`src/rtl/pipelined_ripple_addsub.sv`:
```
// Pipelined WIDTH-bit ripple-carry add/subtract with one SLICE-bit ripple per stage
// and a valid/ready handshake. A stalled output freezes the whole pipe, bubbles included.

module pipelined_ripple_addsub_slice #(
    parameter int SLICE = 4
) (
    input  logic [SLICE-1:0] a,
    input  logic [SLICE-1:0] b,
    input  logic             ci,
    output logic [SLICE-1:0] s,
    output logic             co
);
    logic c;

    always_comb begin
        s = '0;
        c = ci;
        for (int i = 0; i < SLICE; i++) begin
            s[i] = a[i] ^ b[i] ^ c;
            c    = (a[i] & b[i]) | (c & (a[i] ^ b[i]));
        end
        co = c;
    end
endmodule

module pipelined_ripple_addsub #(
    parameter int WIDTH = 16,
    parameter int SLICE = 4
) (
    input  logic             clk,
    input  logic             rst_n,
    input  logic             in_valid,
    output logic             in_ready,
    input  logic [WIDTH-1:0] X,
    input  logic [WIDTH-1:0] Y,
    input  logic             Cin,
    input  logic             sub,
    output logic             out_valid,
    input  logic             out_ready,
    output logic [WIDTH-1:0] S,
    output logic             Cout,
    output logic             ovf
);
    localparam int STAGES   = WIDTH / SLICE;
    // Staircase storage packed flat: stage k keeps the operand slices still to be
    // added (k+1..STAGES-1) and the result slices already produced (0..k).
    localparam int OP_BITS  = (STAGES > 1) ? SLICE * STAGES * (STAGES - 1) / 2 : 1;
    localparam int SUM_BITS = SLICE * STAGES * (STAGES + 1) / 2;

    logic [WIDTH-1:0]    b_eff;
    logic [OP_BITS-1:0]  x_q, x_d, b_q, b_d;
    logic [SUM_BITS-1:0] s_q, s_d;
    logic [STAGES-1:0]   c_q, c_d;
    logic                ovf_q, ovf_d;
    logic [STAGES:0]     vld_pipe;
    logic [STAGES:1]     vld_q;
    logic                stall;

    assign b_eff    = sub ? ~Y : Y;
    assign stall    = vld_q[STAGES] & ~out_ready;
    assign in_ready = ~stall;
    assign vld_pipe = {vld_q, in_valid & in_ready};

    if (STAGES == 1) begin : g_noops
        assign x_d = '0;
        assign b_d = '0;
    end

    for (genvar k = 0; k < STAGES; k++) begin : g_stage
        logic [SLICE-1:0] a, b, s;
        logic             ci, co;

        if (k == 0) begin : g_first
            assign a  = X[SLICE-1:0];
            assign b  = b_eff[SLICE-1:0];
            assign ci = Cin ^ sub;
            assign s_d[SLICE-1:0] = s;
        end else begin : g_rest
            localparam int XOP = SLICE * ((k - 1) * STAGES - (k - 1) * k / 2);
            localparam int SOP = SLICE * (k - 1) * k / 2;
            localparam int SO  = SLICE * k * (k + 1) / 2;
            assign a  = x_q[XOP +: SLICE];
            assign b  = b_q[XOP +: SLICE];
            assign ci = c_q[k-1];
            assign s_d[SO +: (k + 1) * SLICE] = {s, s_q[SOP +: k * SLICE]};
        end

        if (k < STAGES - 1) begin : g_fwd
            localparam int XO  = SLICE * (k * STAGES - k * (k + 1) / 2);
            localparam int OPW = WIDTH - (k + 1) * SLICE;
            if (k == 0) begin : g_load
                assign x_d[XO +: OPW] = X[WIDTH-1:SLICE];
                assign b_d[XO +: OPW] = b_eff[WIDTH-1:SLICE];
            end else begin : g_pass
                localparam int XOP = SLICE * ((k - 1) * STAGES - (k - 1) * k / 2);
                assign x_d[XO +: OPW] = x_q[XOP + SLICE +: OPW];
                assign b_d[XO +: OPW] = b_q[XOP + SLICE +: OPW];
            end
        end else begin : g_last
            assign ovf_d = (a[SLICE-1] == b[SLICE-1]) && (s[SLICE-1] != a[SLICE-1]);
        end

        pipelined_ripple_addsub_slice #(.SLICE(SLICE)) u_slice (
            .a  (a),
            .b  (b),
            .ci (ci),
            .s  (s),
            .co (co)
        );
        assign c_d[k] = co;
    end

    always_ff @(posedge clk or negedge rst_n) begin
        if (!rst_n) begin
            vld_q <= '0;
            x_q   <= '0;
            b_q   <= '0;
            s_q   <= '0;
            c_q   <= '0;
            ovf_q <= 1'b0;
        end else if (!stall) begin
            vld_q <= vld_pipe[STAGES-1:0];
            x_q   <= x_d;
            b_q   <= b_d;
            s_q   <= s_d;
            c_q   <= c_d;
            ovf_q <= ovf_d;
        end
    end

    assign out_valid = vld_q[STAGES];
    assign S         = s_q[SUM_BITS-WIDTH +: WIDTH];
    assign Cout      = c_q[STAGES-1];
    assign ovf       = ovf_q;
endmodule

```
`config.mk`:
```
export PLATFORM = sky130hd
export DESIGN_NAME = pipelined_ripple_addsub
export DESIGN_NICKNAME = d
export VERILOG_FILES = /design/src/rtl/pipelined_ripple_addsub.sv
export SDC_FILE = /design/constraint.sdc
export NUM_CORES = 1
export LEC_CHECK = 0
export BUFFER_PORTS_ARGS = -buffer_cell sky130_fd_sc_hd__buf_2
export CAP_MARGIN = 40
export CORE_UTILIZATION = 60
export CTS_BUF_LIST = sky130_fd_sc_hd__clkbuf_4 sky130_fd_sc_hd__clkbuf_8
export CTS_CLUSTER_DIAMETER = 30
export CTS_CLUSTER_SIZE = 20
export DETAILED_ROUTE_END_ITERATION = 8
export GPL_TIMING_DRIVEN = 0
export MAX_ROUTING_LAYER = met4
export PLACE_DENSITY = 0.91
export SKIP_LAST_GASP = 1
export SYNTH_ARGS = -nofsm -noshare
export SYNTH_HDL_FRONTEND = slang
export SYNTH_HIERARCHICAL = 1
export SYNTH_SLANG_ARGS = --single-unit
```
`constraint.sdc`:
```
create_clock -name clk -period 5.5 [get_ports clk]
set_clock_uncertainty 0.05 [all_clocks]
set_input_delay 0.825 -clock clk [delete_from_list [all_inputs] [get_ports clk]]
set_output_delay 0.825 -clock clk [all_outputs]
set_load 0.05 [all_outputs]
```
==> flow_summary_export.csv <==
group,metric,value,unit
yosys,syn_inst,300,
detailed_routing,vias_per_cell,4.97,
clocking,clkTransAtPathRegs,90,ps
clocking,cts.sinks,97,
run_status,status,"complete, no violations",
yosys,ys.flop_type,"dfrtp_1",
timing,fmax,338,MHz
detailed_routing,wirelength,7740,um
layout,num_antenna_cells,0,
critical_path,cp_data_arrival_time,3160,ps
timing,fin_setup_tns,0,ps
floorplan,die_h,89.6,um
layout,fillers,470,
critical_path,crit_buf_inv,6,
power_and_ir_drop,p_leak,2.60,nW
power_and_ir_drop,powerDensity,608,nW/um^2
yosys,synth-edff-count,0,
critical_path,worst_setup_path_end_kind,"register",
global_route,use_met2,36.0,%
layout,final_util,71.5,%
floorplan,rows,31,
floorplan,dieArea,8020,sq um
global_route,antenna_found_initial,0,
critical_path,max_stage_delay,470,ps
clocking,worstSkewPairLatency,370,ps
placement,gp_congestion,0.731,
global_route,grt_start_max_net_pins,50,
layout,syn_to_final_growth,13.9,%
timing,worst_pin_slew,625,ps
clocking,cts_resized,0,
power_and_ir_drop,vdd_drop_max,0.000276,V
layout,nets,422,
yosys,avgSynthCellArea,15.3,sq um
detailed_routing,drc_errors,0,
layout,regArea,2430,sq um
timing,relSlewSlack,58.4,%
yosys,ys_seq_elements,97,
placement,io_buffers,56,
hold_path,hp-class,"input pin to async pin",
clocking,postCtsHoldBufs,0,
yosys,ys_async_sr_fraction,100,%
placement,post-place-ws,2190,ps
timing,slew_viol_final,0,
timing,fin_crit,2960,ps
critical_path,cpLargestDelayFamily,"adder cells",
global_route,use_met1,28.9,%
power_and_ir_drop,clkPwrFrac,15.0,%
global_route,grt_pass1_wl,12400,um
yosys,syn_area,4600,sq um
placement,dp_hpwl,5410,um
floorplan,core_area,7330,sq um
clocking,cts_buffer_depth,2,
floorplan,die_w,89.6,um
detailed_routing,ant_nets,0,
power_and_ir_drop,combPwrFrac,46.0,%
floorplan,boundaryPins,58,
timing,setup_viol,0,
clocking,tritoncts,"yes",
yosys,yosys.area.top_type,"dfrtp_1",
detailed_routing,dr.pass1.iters,4,
global_route,grt-busiest-layer,"met2",
power_and_ir_drop,internal-power,0.00204,W
clocking,cts_buffers,9,
clocking,cts_setup_buffers,0,
power_and_ir_drop,seqPwrFrac,39.0,%
global_route,gr-usage-all-layers,22.9,%
global_route,grt_pass1_vias,2475,
power_and_ir_drop,switching_power,0.00115,W
critical_path,path_class,"input pin to register",
timing,final.setup.worst_slack,2540,ps
yosys,yosys.area.top_type_share,52.8,%
critical_path,crit_required,5710,ps
yosys,synth.area.top_cells,"dfrtp_1 (53%), mux2_2 (14%), mux2_4 (12%), fa_1 (7.0%), buf_4 (3.3%)",
critical_path,worst_setup_path_start_kind,"input pin",
yosys,ys_types,16,
timing,hold_ws,412,ps
global_route,gr-usage-met3,5.36,%
detailed_routing,wl_per_cell,16.4,um
yosys,ys.warnings.count,6,
yosys,syn_nets,354,
global_route,grt-ovfl-total,0,
floorplan,start_util,62.8,%
layout,drive_above_1_share,53.4,%
layout,multiInputGateArea,1730,sq um
clocking,htree_levels,3,
critical_path,crit_chain,"buf_4, buf_4, xor2_1, fa_1, inv_1, fa_1, inv_1, fa_1, inv_1, fa_1, inv_1, mux2_4",
critical_path,path_max_fanout,10,
flow_run,max_cap_viol_count,0,
timing,rsz0062_at_grt,"no",
timing,hold_violations,0,
detailed_routing,route.vias.total,2344,
clocking,clockRootBuffer,"clkbuf_8",
power_and_ir_drop,switching_share,36.1,%
yosys,synth-seq-area-share,52.8,%
detailed_routing,drt-initial-drc-count,63,
timing,fin_crit_sh,53.7,%
critical_path,crit_slowest_cell,"fa_1",
-- Yosys cell counts (3+ instances only) --
cell     instances
buf_12           5
mux2_4          37
dfrtp_1         97
xor2_1          17
buf_6            3
buf_4           20
mux2_2          58
inv_1           40
fa_1            16
-- stage by stage --
step                instances  instance area, sq um  total power [W]
finish                    472                  5240          0.00319
global route              472                  5240          0.00338
global placement          455                  5000          0.00261
detailed placement        456                  5030          0.00271
CTS                       472                  5240          0.00321
floorplan                 300                  4600          0.00239
-- cells in the final DEF, fill, tap and decap left out --
cell        instances
buf_16              1
inv_1              40
dfrtp_1            97
buf_12              5
clkbuf_8           10
bufinv_16           1
clkbuf_4            2
buf_4              21
or3b_2              1
xor2_1             17
inv_6               1
clkinvlp_4          1
mux2_4             37
buf_6               3
clkinv_2            1
a31oi_1             1
nand2b_1            1
nand3b_1            1
inv_8               1
nor3b_1             1
nor2b_4             1
buf_2              55
mux2_2             58
fa_1               16
-- worst paths after layout --
check / start / end / slack [ps] / cells after the start
worst max-delay path: sub / s_q[3]$_DFFE_PN0N_ / 2540 / 12
worst min-delay path: rst_n / x_q[8]$_DFFE_PN0N_ / 410 / 1
worst max register to register: x_q[20]$_DFFE_PN0N_ / ovf$_DFFE_PN0N_ / 2680 / 10
worst min register to register: vld_q[3]$_DFFE_PN0N_ / vld_q[4]$_DFFE_PN0N_ / 420 / 1
max in group asynchronous: rst_n / s_q[11]$_DFFE_PN0N_ / 4340 / 2
min in group clk: vld_q[3]$_DFFE_PN0N_ / vld_q[4]$_DFFE_PN0N_ / 420 / 1
-- layer usage --
metal  vias to the layer above  part of all wire [%]
li1                       1086                     -
met1                      1201                    44
met2                        43                    51
met3                        14                   2.8
met4                         0                   1.9
met5                         -                     0
-- power groups by stage --
stage	sequential [W]	clock [W]	combinational [W]
5_1_grt	0.00128	0.000514	0.00159
4_1_cts	0.00124	0.000483	0.00148
3_5_place_dp	0.00125	0	0.00146
6_report	0.00124	0.000477	0.00147
2_1_floorplan	0.00122	0	0.00118
3_3_place_gp	0.00122	0	0.00139
-- registers in the layout, indices dropped and copies added, names as in the netlist --
register / count
s_q: 40
b_q: 24
x_q: 24
c_q: 4
vld_q: 4
ovf: 1
-- cells by family after synthesis --
group	after synthesis	synth area share (%)
AO/OA/AOI/OAI	1	0.136
XOR/XNOR	17	3.24
adder cells (fa/ha/maj)	16	6.96
buffers and inverters	69	9.68
multiplexers	95	26.3
AND/OR/NAND/NOR	5	0.952
flip-flops	97	52.8
-- final cells by class --
class / instances / area share [%]
inverters: 41 / 3.08
clock inverters: 4 / 0.979
plain buffers: 28 / 5.42
multi-input cells: 134 / 33.0
flip-flops and latches: 97 / 46.3
well taps: 99 / 2.36
repair buffers: 57 / 5.92
clock buffers: 12 / 2.91
(Power assumes the default switching activity.)
